File: src/rtl/ctrl_pipe.sv
// ctrl_pipe: pipelined carrier for decoded control bundles.
// Each stage after decode holds one bundle plus a valid bit. Stalls back
// up toward decode, flushes clear a stage outright, and a stage that stops
// receiving data while its successor keeps moving emits a bubble.
// Optional build macro CTRL_PIPE_PERF_EN adds saturating bubble and flush
// counters; without it those ports and their logic do not exist.
module ctrl_pipe #(
    parameter int W = 8,
    parameter int STAGES = 3,
    parameter logic [STAGES*W-1:0] STAGE_MASK = {(STAGES*W){1'b1}}
) (
    input  logic                 clk,
    input  logic                 rst,
    input  logic [W-1:0]         sig_d,
    input  logic                 valid_d,
    input  logic [STAGES-1:0]    stall,
    input  logic [STAGES-1:0]    flush,
    output logic [STAGES*W-1:0]  sig_q,
    output logic [STAGES-1:0]    valid_q,
    output logic                 stall_d
`ifdef CTRL_PIPE_PERF_EN
    ,
    output logic [31:0]          bubble_cnt,
    output logic [31:0]          flush_cnt
`endif
);

    // Effective hold per stage: any stall at or beyond a stage freezes it.
    logic [STAGES-1:0] hold_s;

    // Suffix-OR of the stall vector, walked from the last stage toward decode.
    always_comb begin
        logic acc;
        acc    = 1'b0;
        hold_s = {STAGES{1'b0}};
        for (int k = STAGES - 1; k >= 0; k--) begin
            acc       = acc | stall[k];
            hold_s[k] = acc;
        end
    end

    // Decode holds exactly when stage 0 holds; no register in this path.
    assign stall_d = hold_s[0];

    for (genvar k = 0; k < STAGES; k++) begin : g_stage
        localparam logic [W-1:0] MASK_K = STAGE_MASK[k*W +: W];

        logic         src_valid_s;
        logic [W-1:0] src_sig_s;
        logic         valid_r;
        logic [W-1:0] sig_r;

        if (k == 0) begin : g_head
            assign src_valid_s = valid_d;
            assign src_sig_s   = sig_d;
        end else begin : g_body
            // A frozen predecessor feeds a bubble rather than a duplicate of itself.
            always_comb begin
                if (hold_s[k-1]) begin
                    src_valid_s = 1'b0;
                    src_sig_s   = {W{1'b0}};
                end else begin
                    src_valid_s = valid_q[k-1];
                    src_sig_s   = sig_q[(k-1)*W +: W];
                end
            end
        end

        // Stage register: flush beats hold beats load; invalid or masked bits store as zero.
        always_ff @(posedge clk or posedge rst) begin
            if (rst) begin
                valid_r <= 1'b0;
                sig_r   <= {W{1'b0}};
            end else if (flush[k]) begin
                valid_r <= 1'b0;
                sig_r   <= {W{1'b0}};
            end else if (!hold_s[k]) begin
                valid_r <= src_valid_s;
                sig_r   <= src_valid_s ? (src_sig_s & MASK_K) : {W{1'b0}};
            end else begin
                valid_r <= valid_r;
                sig_r   <= sig_r;
            end
        end

        assign valid_q[k]        = valid_r;
        assign sig_q[k*W +: W]   = sig_r;
    end

`ifdef CTRL_PIPE_PERF_EN
    logic        tail_bubble_s;
    logic [31:0] bubble_cnt_r;
    logic [31:0] flush_cnt_r;

    function automatic logic [31:0] popcount(input logic [STAGES-1:0] v);
        logic [31:0] n;
        n = 32'd0;
        for (int i = 0; i < STAGES; i++) begin
            n = n + {31'd0, v[i]};
        end
        return n;
    endfunction

    function automatic logic [31:0] sat_add(input logic [31:0] a, input logic [31:0] b);
        logic [32:0] sum;
        sum = {1'b0, a} + {1'b0, b};
        return sum[32] ? 32'hFFFF_FFFF : sum[31:0];
    endfunction

    // The last stage takes an empty slot on this edge without being flushed.
    always_comb begin
        tail_bubble_s = !flush[STAGES-1] && !hold_s[STAGES-1]
                        && !g_stage[STAGES-1].src_valid_s;
    end

    // Saturating event counters, cleared only by reset.
    always_ff @(posedge clk or posedge rst) begin
        if (rst) begin
            bubble_cnt_r <= 32'd0;
            flush_cnt_r  <= 32'd0;
        end else begin
            bubble_cnt_r <= sat_add(bubble_cnt_r, {31'd0, tail_bubble_s});
            flush_cnt_r  <= sat_add(flush_cnt_r, popcount(flush & valid_q));
        end
    end

    assign bubble_cnt = bubble_cnt_r;
    assign flush_cnt  = flush_cnt_r;
`endif

endmodule

File: config.mk
export PLATFORM = sky130hd
export DESIGN_NAME = ctrl_pipe
export DESIGN_NICKNAME = d
export VERILOG_FILES = /design/src/rtl/ctrl_pipe.sv
export SDC_FILE = /design/constraint.sdc
export NUM_CORES = 1
export LEC_CHECK = 0
export ABC_AREA = 1
export CAP_MARGIN = 20
export CORE_MARGIN = 3
export CORE_UTILIZATION = 30
export CTS_CLUSTER_DIAMETER = 150
export CTS_CLUSTER_SIZE = 24
export DETAILED_ROUTE_END_ITERATION = 10
export SLEW_MARGIN = 20
export SYNTH_ARGS = -nofsm -noshare
export SYNTH_HDL_FRONTEND = slang
export SYNTH_SLANG_ARGS = --single-unit
File: constraint.sdc
create_clock -name clk -period 1.2 [get_ports clk]
set_clock_uncertainty 0.1 [all_clocks]
set_input_delay 0.24 -clock clk [delete_from_list [all_inputs] [get_ports clk]]
set_output_delay 0.24 -clock clk [all_outputs]
set_load 0.03 [all_outputs]
==> flow_summary.yaml, run 1 <==
power_and_ir_drop:
  power_mw: 1.636
  irDropWorstVdd_uv: 361.3
  p_per_area_nw_per_um2: 844.8
  p_leak_nw: 1.085
worst_setup_path:
  arrival_ns: 0.85
  reg2reg_depth: 5
  path_cells: "buf_6"
  slowest_delay_ns: 0.43
  crit_path_max_fanout: 3
  cp-end-kind: "output port"
  critical_path_depth: 1
  critPathSlowestCell: "dfrtp_1"
  startpoint_type: "register"
  cp_num_buf_inv: 1
  critPathKind: "register to output port"
  worstPathRequired_ns: 0.86
  critPathTopFamily: "flip-flops"
clock_network:
  max-clock-path-buffers: 2
  root_buffer: "clkbuf_8"
  cts_made_buffers: 3
  ctsHoldBuffers: 0
  cts.clk_slew.worst_paths_ns: 0.09
  clock-sinks: 27
  ctsHtreeMaxLevel: 1
  tritoncts: "yes"
  clk_latency_ns: 0.27
place:
  place_area_um2: 1640
  dp_hpwl_um: 2114
  io_buffer_count: 44
  gp_congestion: 0.8057
yosys:
  syn_nets: 147
  yosys.area.top_type: "dfrtp_1"
  synth_area_per_cell_um2: 8.989
  netlist.area_leader.share_pct: 57.82
  synthTopCellsByCount: "nand2_1, dfrtp_1, nand3_1"
  yosys_warnings: 0
  ys_seq_area_share_pct: 57.82
  syn_inst: 130
  synth_area_leaders: "dfrtp_1, nand2_1, nand4_1, nand3_1, buf_4"
  synth_cell_types: 12
  synth_seq_cells: 27
  netlist_area_um2: 1169
  ys.flop_type: "dfrtp_1"
  async_reset_ff_share_pct: 100.0
  synth_edf_count: 0
  yosysMostFrequentCell: "nand2_1"
floorplanning:
  fp.dieArea_um2: 4681
  coreArea_um2: 3716
  initial_core_util_pct: 31.45
  core.rowCount: 22
  die_x_um: 68.42
  io_pins: 45
  dieHeight_um: 68.42
grt:
  grt_max_degree: 28
  grt_pass1_wl_um: 5071
  grt_pass1_vias: 1070
  track_usage_pct: 14.33
  antenna_found_initial: 0
  grt-ovfl-total: 0
sta:
  fin_crit_ns: 1.192
  slew_headroom_pct: 84.10
  slew_violations: 0
  hold_viol_final: 0
  period_share_pct: 99.35
  setup_viol: 0
  hold_ws_ns: 0.1885
  tightest_slew_ns: 0.2370
  rsz0062_at_grt: "yes"
  fmax_mhz: 838.8
finish:
  fin_nets: 224
  diodes: 0
  drive_above_1_share_pct: 35.92
  fin_util_pct: 52.12
  syn_to_final_growth_pct: 65.74
  design_area_um2: 1937
routing:
  viasPerCell: 4.583
  initialDrtViolationCount: 39
  detail_route.wl_per_cell_um: 11.96
  vias: 1164
  drc: 0
  ant_nets: 0
  first_pass_iters: 5
  totalWireLength_um: 3039
run:
  cap_violations: 0
hold_path:
  hp-class: "primary input to asynchronous set/reset pin"
run_status:
  status: "complete, no violations"
==> routing by layer <==
metal	GRT usage (%)	routed length [um]
met2	21.69	1395
met3	2.791	219
met4	4.467	27
met5	0	0
met1	20.47	1395
==> registers in the layout (all words and copies together) (netlist names) <==
name             flops
g_stage.sig_r       24
g_stage.valid_r      3
==> where the power goes <==
part | internal, mW | total [mW] | switching, mW
sequential | 0.916 | 0.922 | 0.00627
combinational | 0.104 | 0.213 | 0.109
clock | 0.232 | 0.501 | 0.269
==> cells in the final DEF, fill, tap and decap left out, types with 3 or more instances in the layout <==
master	instances
nand2_1	48
buf_4	44
clkbuf_8	3
dfrtp_1	27
nor2_2	4
nand4_1	16
clkdlybuf4s50_1	13
inv_1	6
buf_6	18
nand3_1	17
==> stage by stage <==
step            TNS, ns  setup slack [ns]  cells
2_1_floorplan         0            0.1940    130
3_3_place_gp     -6.096           -0.2706    226
3_5_place_dp     -6.268           -0.2703    226
4_1_cts               0         0.0002605    245
5_1_grt        -0.09038          -0.02216    254
6_report              0          0.007751    254
==> final cells by class <==
class | count | area [um2]
clock buffer | 3 | 41.29
inverter | 8 | 31.28
fill | 351 | 1779
clock inverter | 1 | 5.005
tap | 48 | 60.06
sequential | 27 | 675.6
multi-input combinational | 88 | 411.6
timing repair buffer | 79 | 711.9
==> worst paths after layout <==
kind | startpoint | end | slack [ns]
worst min register to register | g_stage[2].sig_r[7] | g_stage[2].sig_r[7] | 0.39
max in group asynchronous | rst | g_stage[2].sig_r[2] | 0.66
worst max-delay path | g_stage[0].sig_r[4] | sig_q[4] | 0.008
worst min-delay path | rst | g_stage[0].sig_r[5] | 0.19
min in group clk | g_stage[2].sig_r[7] | g_stage[2].sig_r[7] | 0.39
worst max register to register | g_stage[0].valid_r | g_stage[1].sig_r[5] | 0.19
==> cell families after synthesis <==
family,share of synthesized area [%]
buffers and inverters,7.173
DFF,57.82
and+or+nand+nor,35.01
==> repair_timing <==
action | in CTS | in global routing
cloned | 0 | 0
endpoints found under the hold margin | 0 | 0
setup buffers | 15 | 9
endpoints found under the setup margin | 16 | 22
gates resized for setup | 11 | 14
pin swaps | 2 | 2
Note: power is estimated with default switching activity, not from simulation.
==> inputs of run 2 (changes only) <==
--- a/config.mk
+++ b/config.mk
@@ -7,11 +7,14 @@
 export LEC_CHECK = 0
 export ABC_AREA = 1
 export CAP_MARGIN = 20
+export CELL_PAD_IN_SITES_DETAIL_PLACEMENT = 1
+export CELL_PAD_IN_SITES_GLOBAL_PLACEMENT = 1
 export CORE_MARGIN = 3
 export CORE_UTILIZATION = 30
 export CTS_CLUSTER_DIAMETER = 150
 export CTS_CLUSTER_SIZE = 24
 export DETAILED_ROUTE_END_ITERATION = 10
+export PLACE_DENSITY_LB_ADDON = 0.12
 export SLEW_MARGIN = 20
 export SYNTH_ARGS = -nofsm -noshare
 export SYNTH_HDL_FRONTEND = slang
==> run 2 against run 1 <==
Against the previous run: clock power is 8.6% higher; sequential share of layout area is 1.2 points lower; design area is 3.7% higher; first-iteration DRC count is 26% lower; maximum frequency is 0.36% higher; hold slack worse by 0.0069 ns; non-clock buffer count is 3 higher; highest routed layer unchanged.
==> flow_summary.yaml, run 2 (synthesized netlist as in run 1, its figures left out) <==
run_status:
  status: "complete, no violations"
grt:
  grt_max_degree: 28
  antenna_found_initial: 0
  grt-ovfl-total: 0
  track_usage_pct: 16.65
  grt_pass1_vias: 1266
  grt_pass1_wl_um: 5754
clock_network:
  clk_latency_ns: 0.28
  clock-sinks: 27
  max-clock-path-buffers: 2
  ctsHtreeMaxLevel: 1
  cts.clk_slew.worst_paths_ns: 0.10
  cts_made_buffers: 3
  tritoncts: "yes"
  ctsHoldBuffers: 0
  root_buffer: "clkbuf_8"
worst_setup_path:
  cp-end-kind: "output port"
  path_cells: "buf_6"
  crit_path_max_fanout: 2
  r2r_setup_slack_ns: 0.08
  r2r_end: "g_stage[1].sig_r[7]"
  endpoint: "sig_q[7]"
  r2r_start: "g_stage[0].valid_r"
  cp_num_buf_inv: 1
  critPathKind: "register to output port"
  critPathSlowestCell: "dfrtp_1"
  worstPathRequired_ns: 0.86
  arrival_ns: 0.85
  critPathTopFamily: "flip-flops"
  slowest_delay_ns: 0.42
  reg2reg_depth: 6
  crit_start: "g_stage[0].sig_r[7]"
  startpoint_type: "register"
  critical_path_depth: 1
sta:
  slew_headroom_pct: 83.87
  hold_ws_ns: 0.1816
  fin_crit_ns: 1.188
  finalWorstSetupSlack_ns: 0.01200
  rsz0062_at_grt: "yes"
  fmax_mhz: 841.7
  setup_viol: 0
  tightest_slew_ns: 0.2405
  period_share_pct: 99.00
  hold_viol_final: 0
  slew_violations: 0
  setup_tns_ns: 0
place:
  place_area_um2: 1640
  io_buffer_count: 44
  place_ws_ns: -0.3065
  gp_congestion: 0.7783
  dp_hpwl_um: 2293
routing:
  drc: 0
  initialDrtViolationCount: 29
  viasPerCell: 4.591
  ant_nets: 0
  detail_route.wl_per_cell_um: 13.22
  vias: 1180
  totalWireLength_um: 3397
  first_pass_iters: 4
finish:
  seq_area_um2: 675.6
  fin_nets: 227
  top_regs: "g_stage.sig_r: 24 flops, g_stage.valid_r: 3 flops"
  syn_to_final_growth_pct: 71.84
  drive_above_1_share_pct: 36.84
  fillers: 446
  top_register: "g_stage.sig_r"
  largest_reg_flops: 24
  multiInputGateArea_um2: 416.7
  final_cell_mix: "nand2_1, buf_4, buf_6, dfrtp_1, nand3_1"
  diodes: 0
  final_common_cell: "nand2_1"
  design_area_um2: 2008
hold_path:
  hp-class: "primary input to asynchronous set/reset pin"
floorplanning:
  fp.dieArea_um2: 4681
  io_pins: 45
  die_x_um: 68.42
  coreArea_um2: 3716
  initial_core_util_pct: 31.45
  core.rowCount: 22
  dieHeight_um: 68.42
power_and_ir_drop:
  p_per_area_nw_per_um2: 839.3
  p_leak_nw: 1.112
  irDropWorstVdd_uv: 452.0
  power_mw: 1.685
run:
  cap_violations: 0
==> run 2: metrics by stage <==
step	instances	util, %
finish	257	54.04
global route	257	54.04
CTS	249	51.08
detailed placement	226	44.14
global placement	226	44.14
floorplan	130	-
==> run 2: cell type report <==
cell class	count	share of cell area, %
clock buffers	3	2.056
clock inverters	1	0.3738
inverters	8	1.558
multi-input cells	88	20.75
flip-flops and latches	27	33.64
well taps	48	2.991
repair buffers	82	38.63
==> run 2: how the worst min path moves through the flow <==
stage / slack (ns) / from / depth (start not counted) / end
final: 0.18 / rst / 3 / g_stage[2].sig_r[0]
after global routing: 0.21 / rst / 3 / g_stage[2].sig_r[0]
after CTS: 0.19 / rst / 3 / g_stage[2].sig_r[0]
after detailed placement: 0.37 / g_stage[2].valid_r / 2 / g_stage[2].valid_r
after global placement: 0.36 / g_stage[2].valid_r / 2 / g_stage[2].valid_r
after floorplan: 0.19 / rst / 1 / g_stage[0].sig_r[0]
==> run 2: what timing repair did <==
item	CTS	global route
setup endpoints to repair	22	27
buffers inserted	19	8
gates resized for setup	23	14
pin swaps	2	2
==> run 2: routing by layer <==
layer  GRT usage [%]  share of wire, %  vias to the layer above
li1                -                 -                      586
met1           18.24                41                      555
met2           30.63                53                       34
met3           2.956               4.5                        5
met4           7.692               1.7                        0
met5               0                 0                        -
==> run 2: power by group <==
part | internal (mW) | total [mW] | switching, mW
registers | 0.916 | 0.921 | 0.00559
logic | 0.106 | 0.220 | 0.114
clock network | 0.237 | 0.544 | 0.308
total | 1.26 | 1.69 | 0.427
